### src/rtl/vc_pkg.sv
// Shared definitions for the vehicle counter: day codes, week-state encoding
// and the width rule for the summed counters.
package vc_pkg;

  localparam logic [2:0] DAY_MON = 3'd1;
  localparam logic [2:0] DAY_TUE = 3'd2;
  localparam logic [2:0] DAY_WED = 3'd3;
  localparam logic [2:0] DAY_THU = 3'd4;
  localparam logic [2:0] DAY_FRI = 3'd5;
  localparam logic [2:0] DAY_SAT = 3'd6;
  localparam logic [2:0] DAY_SUN = 3'd7;

  typedef enum logic [0:0] {
    IN_WEEK  = 1'b0,
    LAST_DAY = 1'b1
  } week_state_e;

  // Wide enough for N_LANES saturated lane counters with one bit of headroom.
  function automatic int total_w(input int n_lanes, input int cnt_w);
    return cnt_w + $clog2(n_lanes) + 1;
  endfunction

endpackage

### src/rtl/vehicle_counter_multi_if.sv
// Bus between the plate-reader front end and the vehicle counter.
interface vehicle_counter_multi_if
  import vc_pkg::*;
#(
  parameter int N_LANES = 2,
  parameter int PLATE_W = 24,
  parameter int CNT_W   = 4
) ();

  localparam int TOT_W = total_w(N_LANES, CNT_W);

  logic [2:0]                 day;
  logic [N_LANES-1:0]         plate_valid;
  logic [N_LANES*PLATE_W-1:0] plate;
  logic [N_LANES-1:0]         barrier_n;
  logic [N_LANES*CNT_W-1:0]   lane_count;
  logic [TOT_W-1:0]           total_count;
  logic [N_LANES-1:0]         lane_sat;
  logic                       week_done;
  logic [TOT_W-1:0]           last_week_total;

  modport master (
    output day, plate_valid, plate, barrier_n,
    input  lane_count, total_count, lane_sat, week_done, last_week_total
  );

  modport slave (
    input  day, plate_valid, plate, barrier_n,
    output lane_count, total_count, lane_sat, week_done, last_week_total
  );

endinterface

### src/rtl/vc_lane.sv
// One barrier lane: recent-plate history with valid bits, duplicate match,
// saturating weekly counter and sticky saturation flag.
module vc_lane
  import vc_pkg::*;
#(
  parameter int PLATE_W    = 24,
  parameter int CNT_W      = 4,
  parameter int HIST_DEPTH = 4
) (
  input  logic               clk,
  input  logic               rst_n,
  input  logic               clr,
  input  logic               plate_valid,
  input  logic [PLATE_W-1:0] plate,
  input  logic               barrier_n,
  output logic [CNT_W-1:0]   count,
  output logic               sat,
  output logic               inc
);

  localparam logic [CNT_W-1:0] CNT_MAX = {CNT_W{1'b1}};

  logic [PLATE_W-1:0]    hist_r [HIST_DEPTH];
  logic [HIST_DEPTH-1:0] hist_vld_r;
  logic [CNT_W-1:0]      count_r;
  logic                  sat_r;
  logic                  match_s;
  logic                  accept_s;
  logic                  at_max_s;

  // Compare the incoming plate against every valid history entry.
  always_comb begin
    match_s = 1'b0;
    for (int k = 0; k < HIST_DEPTH; k++) begin
      if (hist_vld_r[k] && (hist_r[k] == plate)) begin
        match_s = 1'b1;
      end else begin
        match_s = match_s;
      end
    end
  end

  assign accept_s = plate_valid & ~barrier_n & ~match_s;
  assign at_max_s = (count_r == CNT_MAX);
  // During rollover the counter restarts from zero, so saturation no longer blocks.
  assign inc      = accept_s & (clr | ~at_max_s);

  // History shift register: newest at index 0, oldest falls off the end.
  always_ff @(posedge clk or negedge rst_n) begin
    if (!rst_n) begin
      hist_vld_r <= '0;
      for (int k = 0; k < HIST_DEPTH; k++) begin
        hist_r[k] <= '0;
      end
    end else if (accept_s) begin
      hist_r[0]     <= plate;
      hist_vld_r[0] <= 1'b1;
      for (int k = 1; k < HIST_DEPTH; k++) begin
        hist_r[k]     <= hist_r[k-1];
        hist_vld_r[k] <= hist_vld_r[k-1];
      end
    end else begin
      hist_vld_r <= hist_vld_r;
    end
  end

  // Saturating weekly counter and sticky saturation flag.
  always_ff @(posedge clk or negedge rst_n) begin
    if (!rst_n) begin
      count_r <= '0;
      sat_r   <= 1'b0;
    end else if (clr) begin
      count_r <= accept_s ? CNT_W'(1) : '0;
      sat_r   <= 1'b0;
    end else begin
      if (inc) begin
        count_r <= count_r + CNT_W'(1);
      end else begin
        count_r <= count_r;
      end
      if (accept_s && at_max_s) begin
        sat_r <= 1'b1;
      end else begin
        sat_r <= sat_r;
      end
    end
  end

  assign count = count_r;
  assign sat   = sat_r;

endmodule

### src/rtl/vehicle_counter_multi.sv
// Multi-lane vehicle counter: per-lane duplicate-suppressing counters, running
// weekly total, week rollover state machine and last-week snapshot.
module vehicle_counter_multi
  import vc_pkg::*;
#(
  parameter int         N_LANES      = 2,
  parameter int         PLATE_W      = 24,
  parameter int         CNT_W        = 4,
  parameter int         HIST_DEPTH   = 4,
  parameter logic [2:0] WEEK_END_DAY = DAY_SUN
) (
  input logic                    clk,
  input logic                    rst_n,
  vehicle_counter_multi_if.slave bus
);

  localparam int TOT_W = total_w(N_LANES, CNT_W);

  week_state_e              state_r;
  week_state_e              state_nxt_s;
  logic                     rollover_s;
  logic [N_LANES-1:0]       inc_s;
  logic [N_LANES-1:0]       sat_s;
  logic [N_LANES*CNT_W-1:0] count_s;
  logic [TOT_W-1:0]         inc_sum_s;
  logic [TOT_W-1:0]         total_r;
  logic [TOT_W-1:0]         last_total_r;
  logic                     week_done_r;

  for (genvar i = 0; i < N_LANES; i++) begin : g_lane
    vc_lane #(
      .PLATE_W    (PLATE_W),
      .CNT_W      (CNT_W),
      .HIST_DEPTH (HIST_DEPTH)
    ) u_lane (
      .clk         (clk),
      .rst_n       (rst_n),
      .clr         (rollover_s),
      .plate_valid (bus.plate_valid[i]),
      .plate       (bus.plate[i*PLATE_W +: PLATE_W]),
      .barrier_n   (bus.barrier_n[i]),
      .count       (count_s[i*CNT_W +: CNT_W]),
      .sat         (sat_s[i]),
      .inc         (inc_s[i])
    );
  end

  // Number of lanes whose counter actually advances this cycle.
  always_comb begin
    inc_sum_s = '0;
    for (int i = 0; i < N_LANES; i++) begin
      inc_sum_s = inc_sum_s + TOT_W'(inc_s[i]);
    end
  end

  // Week state register.
  always_ff @(posedge clk or negedge rst_n) begin
    if (!rst_n) begin
      state_r <= IN_WEEK;
    end else begin
      state_r <= state_nxt_s;
    end
  end

  // Week next-state logic.
  always_comb begin
    state_nxt_s = state_r;
    case (state_r)
      IN_WEEK:  state_nxt_s = (bus.day == WEEK_END_DAY) ? LAST_DAY : IN_WEEK;
      LAST_DAY: state_nxt_s = (bus.day == WEEK_END_DAY) ? LAST_DAY : IN_WEEK;
      default:  state_nxt_s = IN_WEEK;
    endcase
  end

  // Rollover fires on the cycle the day leaves the week-end day.
  always_comb begin
    rollover_s = 1'b0;
    case (state_r)
      LAST_DAY: rollover_s = (bus.day != WEEK_END_DAY);
      IN_WEEK:  rollover_s = 1'b0;
      default:  rollover_s = 1'b0;
    endcase
  end

  // Running total, rollover pulse and last-week snapshot.
  always_ff @(posedge clk or negedge rst_n) begin
    if (!rst_n) begin
      total_r      <= '0;
      last_total_r <= '0;
      week_done_r  <= 1'b0;
    end else if (rollover_s) begin
      total_r      <= inc_sum_s;
      last_total_r <= total_r;
      week_done_r  <= 1'b1;
    end else begin
      total_r      <= total_r + inc_sum_s;
      last_total_r <= last_total_r;
      week_done_r  <= 1'b0;
    end
  end

  assign bus.lane_count      = count_s;
  assign bus.lane_sat        = sat_s;
  assign bus.total_count     = total_r;
  assign bus.week_done       = week_done_r;
  assign bus.last_week_total = last_total_r;

endmodule

### src/flat_wrapper.sv
// flat-port wrapper written by rule: the top's interface ports become plain ports
module vehicle_counter_multi_flat import vc_pkg::*;
#(
  parameter int         N_LANES      = 2,
  parameter int         PLATE_W      = 24,
  parameter int         CNT_W        = 4,
  parameter int         HIST_DEPTH   = 4,
  parameter logic [2:0] WEEK_END_DAY = DAY_SUN
)
  (clk, rst_n, bus_day, bus_plate_valid, bus_plate, bus_barrier_n, bus_lane_count, bus_total_count, bus_lane_sat, bus_week_done, bus_last_week_total);
  vehicle_counter_multi_if #(.N_LANES(N_LANES), .PLATE_W(PLATE_W), .CNT_W(CNT_W)) bus_i ();
  input logic clk;
  input logic rst_n;
  input wire logic [$bits(bus_i.day)-1:0] bus_day;
  input wire logic [$bits(bus_i.plate_valid)-1:0] bus_plate_valid;
  input wire logic [$bits(bus_i.plate)-1:0] bus_plate;
  input wire logic [$bits(bus_i.barrier_n)-1:0] bus_barrier_n;
  output wire logic [$bits(bus_i.lane_count)-1:0] bus_lane_count;
  output wire logic [$bits(bus_i.total_count)-1:0] bus_total_count;
  output wire logic [$bits(bus_i.lane_sat)-1:0] bus_lane_sat;
  output wire logic [$bits(bus_i.week_done)-1:0] bus_week_done;
  output wire logic [$bits(bus_i.last_week_total)-1:0] bus_last_week_total;
  assign bus_i.day = bus_day;
  assign bus_i.plate_valid = bus_plate_valid;
  assign bus_i.plate = bus_plate;
  assign bus_i.barrier_n = bus_barrier_n;
  assign bus_lane_count = bus_i.lane_count;
  assign bus_total_count = bus_i.total_count;
  assign bus_lane_sat = bus_i.lane_sat;
  assign bus_week_done = bus_i.week_done;
  assign bus_last_week_total = bus_i.last_week_total;
  vehicle_counter_multi #(.N_LANES(N_LANES), .PLATE_W(PLATE_W), .CNT_W(CNT_W), .HIST_DEPTH(HIST_DEPTH), .WEEK_END_DAY(WEEK_END_DAY)) u_core (.clk(clk), .rst_n(rst_n), .bus(bus_i));
endmodule
### config.mk
export PLATFORM = sky130hd
export DESIGN_NAME = vehicle_counter_multi_flat
export DESIGN_NICKNAME = d
export VERILOG_FILES = /design/src/rtl/vc_pkg.sv /design/src/rtl/vehicle_counter_multi_if.sv /design/src/rtl/vc_lane.sv /design/src/rtl/vehicle_counter_multi.sv /design/src/flat_wrapper.sv
export SDC_FILE = /design/constraint.sdc
export NUM_CORES = 1
export LEC_CHECK = 0
export CAP_MARGIN = 30
export CELL_PAD_IN_SITES_DETAIL_PLACEMENT = 1
export CELL_PAD_IN_SITES_GLOBAL_PLACEMENT = 1
export CORE_MARGIN = 5
export CORE_UTILIZATION = 31
export CTS_BUF_LIST = sky130_fd_sc_hd__clkbuf_4 sky130_fd_sc_hd__clkbuf_8
export DETAILED_ROUTE_END_ITERATION = 10
export PLACE_DENSITY = 0.57
export SYNTH_ARGS = -nofsm -noshare
export SYNTH_HDL_FRONTEND = slang
export SYNTH_HIERARCHICAL = 1
export SYNTH_SLANG_ARGS = --single-unit
### constraint.sdc
create_clock -name clk -period 3 [get_ports clk]
set_input_delay 0.6 -clock clk [delete_from_list [all_inputs] [get_ports clk]]
set_output_delay 0.6 -clock clk [all_outputs]
set_load 0.01 [all_outputs]
==> results by group <==
Routing
  • Drt total wl: 25810 µm
  • Drt wl/cell: 17.56 µm
  • Vias: 6721
  • First-pass iteration count of the detailed router: 6
  • Via-to-Cell Ratio: 4.572
  • Starting DRT DRC Count: 167
  • DRC viols: 0
  • ANT nets after route: 0

STA
  • Fin crit period: 2869 ps
  • RSZ-0062 raised after global routing: true
  • Final period utilization: 95.64%
  • Slew @ Worst Pin: 804.9 ps
  • Final setup fails: 0
  • Skew final: 20.75 ps
  • Final worst setup slack: 130.7 ps
  • Slew HR: 46.34%
  • Max Slew Vio Count: 0
  • Max Fclk: 348.5 MHz
  • Final TNS setup: 0 ps
  • Final hold violation count: 0

Cells and area
  • Post-Layout Inst Area: 14030 µm²
  • Layout Nets: 1041
  • Synth-to-layout area growth: 27.36%
  • Share of layout cells above drive strength 1: 37.10%
  • Post-layout util: 39.73%
  • Fillcell total: 3679

CTS
  • Clock tree buffer depth: 3
  • Root buf cell: clkbuf_8
  • H-tree levels: 2
  • Total CTS buffers: 43
  • Clock slew at reported path FFs: 60 ps
  • CTS tree: built
  • Sink Count: 224
  • Clk_lat worst skew: 550 ps

Job
  • # Max-Cap Violations: 0

Placed design
  • Dpl ws: -786.1 ps
  • Placer Congestion: 0.7444
  • Port Buffers: 79
  • Placed Instance Area: 12660 µm²
  • Hpwl dp: 18360 µm

Yosys
  • Library cells used by synthesis: 35
  • Post-synthesis instance total: 846
  • Prevailing post-synth register cell: dfrtp_1
  • Synth Cell Area: 11020 µm²
  • Register area share after synthesis: 50.89%
  • Syn. warnings: 6
  • Share of the synthesized area in the top cell type: 50.89%
  • Synth area leader: dfrtp_1
  • Async SR Flop Fraction: 100.0%
  • Synth Register Bits: 224
  • Synth top area cells: dfrtp_1, mux2_2, xnor2_1, mux2_1, nand4_1
  • Syn_area_per_cell: 13.02 µm²
  • Post-synth EDFFs: 0
  • Mapped Nets: 909

Floorplan
  • Core ar.: 35310 µm²
  • Die height: 198.5 µm
  • Die Width: 198.5 µm
  • DIE AREA: 39400 µm²
  • Initial Utilization: 31.20%
  • I/O pin cnt: 80
  • Rows: 69

Global routing
  • First-pass GRT wire length: 42320 µm
  • Vias in the first global route: 7591
  • Largest net degree at the start of global routing: 62
  • Initial antenna violation count: 0
  • Total GRT Usage: 13.48%
  • Gr ovfl total: 0

Setup path
  • Worst EP required: 3480 ps
  • Cell depth of the worst flop-to-flop path: 14
  • Crit Path Class: input port to flop
  • Crit-path max FO: 3
  • Setup crit start: bus_plate[17]
  • Worst r2r src: u_core/g_lane[0].u_lane/hist_r[46]$_DFFE_PN0P_
  • FF-to-FF End: u_core/bus.total_count[4]$_DFF_PN0_
  • Flop-to-flop setup slack: 150 ps
  • Crit end category: flop
  • Setup crit start kind: input port
  • Worst EP arrival: 3350 ps
  • Crit path capture: u_core/bus.total_count[4]$_DFF_PN0_

Pwr
  • Maximum vdd drop: 0.3442 mV
  • Cell area power density: 758.9 nW/µm²
  • Leakage: 5.958 nW

Outcome
  • Outcome: finished, final reports clean

Hold path
  • Hold Crit Class: input port to flop
  • Worst hold start: bus_plate[0]
## sequential cells by signal (all words and copies together) (netlist names)
name,flops
u_core/bus.total_count,6
u_core/g_lane.u_lane/sat,2
u_core/g_lane.u_lane/count,8
u_core/bus.week_done,1
u_core/state_r,1
u_core/bus.last_week_total,6
u_core/g_lane.u_lane/hist_vld_r,8
u_core/g_lane.u_lane/hist_r,192
## worst min path at each step
stage / to / slack (ps) / cells past startpoint
5_1_grt: u_core/g_lane[0].u_lane/hist_r[72]$_DFFE_PN0P_ / 400 / 2
3_3_place_gp: u_core/g_lane[0].u_lane/hist_vld_r[0]$_DFFE_PN0P_ / 480 / 1
2_1_floorplan: u_core/bus.last_week_total[0]$_DFFE_PN0P_ / 300 / 0
3_5_place_dp: u_core/g_lane[0].u_lane/hist_vld_r[0]$_DFFE_PN0P_ / 490 / 1
6_report: u_core/g_lane[0].u_lane/hist_r[72]$_DFFE_PN0P_ / 400 / 2
4_1_cts: u_core/g_lane[1].u_lane/hist_r[79]$_DFFE_PN0P_ / 480 / 2
## metal layers
| layer | share of wire [%] | wire [µm] | global-route usage (%) | vias up |
|---|---|---|---|---|
| met5 | 0 | 0 | 0 | - |
| met1 | 47 | 12050 | 18.70 | 3411 |
| met2 | 47 | 12230 | 21.47 | 95 |
| met4 | 2.4 | 610 | 4.154 | 0 |
| li1 | - | - | - | 3163 |
| met3 | 3.6 | 927 | 2.591 | 52 |
## final cells by class
class                           instances  area (µm²)  share of cell area (%)
Sequential cell                       224        5605                   39.95
Multi-Input combinational cell        540        5374                   38.30
Timing Repair Buffer                  156        1493                   10.64
Clock buffer                           75       919.6                   6.555
Tap cell                              461       576.8                   4.111
Inverter                               13       58.81                  0.4192
Antenna cell                            1       2.502                 0.01784
## cells in the final DEF, fill, tap and decap left out, types with 5 or more instances in the layout
master,synthesis,routed
mux2_1,46,46
nor3_1,10,5
clkdlybuf4s50_1,0,30
mux2_2,150,150
clkbuf_8,0,57
inv_1,12,9
mux2_4,6,6
nor2_1,5,5
nand3_1,11,11
a21oi_1,9,7
buf_6,8,10
nand2b_1,10,8
nand2_1,9,9
buf_4,10,63
clkbuf_4,0,18
nor3_2,0,5
xor2_1,10,10
nand4_1,42,42
dfrtp_1,224,224
xnor2_2,0,31
xnor2_1,184,149
o21ai_0,9,9
dlymetal6s2s_1,0,29
dlygate4sd2_1,0,17
nor2b_1,6,6
## cells by family after synthesis
group	after synthesis	share of synthesized area [%]
AOI/OAI and AO/OA	26	1.408
xor gates and xnor gates	194	15.42
adders and majority gates	6	0.7497
buffers and inverters	82	4.464
DFF	224	50.89
muxes	205	21.13
and+or+nand+nor	109	5.941
## cell usage after synthesis, types with 2 or more instances
| cell | instances |
|---|---|
| nand4_1 | 42 |
| dfrtp_1 | 224 |
| xnor2_1 | 184 |
| ha_1 | 5 |
| a21oi_1 | 9 |
| mux2_1 | 46 |
| nor4_2 | 2 |
| o21ai_1 | 2 |
| buf_2 | 50 |
| mux2_4 | 6 |
| o41ai_1 | 2 |
| xor2_1 | 10 |
| o22ai_1 | 2 |
| nand2b_1 | 10 |
| buf_6 | 8 |
| nor2_1 | 5 |
| mux2i_1 | 3 |
| a22oi_2 | 2 |
| nor3_1 | 10 |
| nor4_1 | 6 |
| nand2_1 | 9 |
| or3_1 | 3 |
| nand3_2 | 2 |
| inv_1 | 12 |
| nor2b_1 | 6 |
| buf_4 | 10 |
| nand3_1 | 11 |
| o21ai_0 | 9 |
| mux2_2 | 150 |
## worst max-delay path, stage by stage
cell and delay (ps):
dlygate4sd2_1 280, buf_4 160, xnor2_1 200, nand4_1 170, nor4_4 340, a21oi_2 120, nand3_4 100, nand2b_4 150
inv_4 40, ha_4 260, ha_4 120, inv_2 30, fa_2 340, nand3b_1 170, xor2_1 150, nor2_1 100
## where the power goes
group	switching [mW]	internal, mW	total, mW
Clock	1.30	1.90	3.20
Sequential	0.780	3.86	4.64
Combinational	1.10	1.70	2.80
Total	3.18	7.47	10.6
## metrics by stage
step	hold WS [ps]	power (mW)	cells
2_1_floorplan	304.4	6.329	846
3_3_place_gp	481.0	7.295	1389
3_5_place_dp	493.6	7.372	1389
4_1_cts	481.2	10.74	1467
5_1_grt	399.7	11.34	1469
6_report	402.1	10.65	1470
## timing repair
| item | in CTS | in global routing |
|---|---|---|
| endpoints found under the setup margin | 63 | 57 |
| hold endpoints to repair | 38 | 0 |
| hold buffers | 1 | 0 |
| gates cloned | 0 | 0 |
| gates resized for setup | 35 | 72 |
| pin swaps | 10 | 36 |
| setup buffers | 2 | 2 |
No activity file was read; power rests on OpenSTA's default activity.
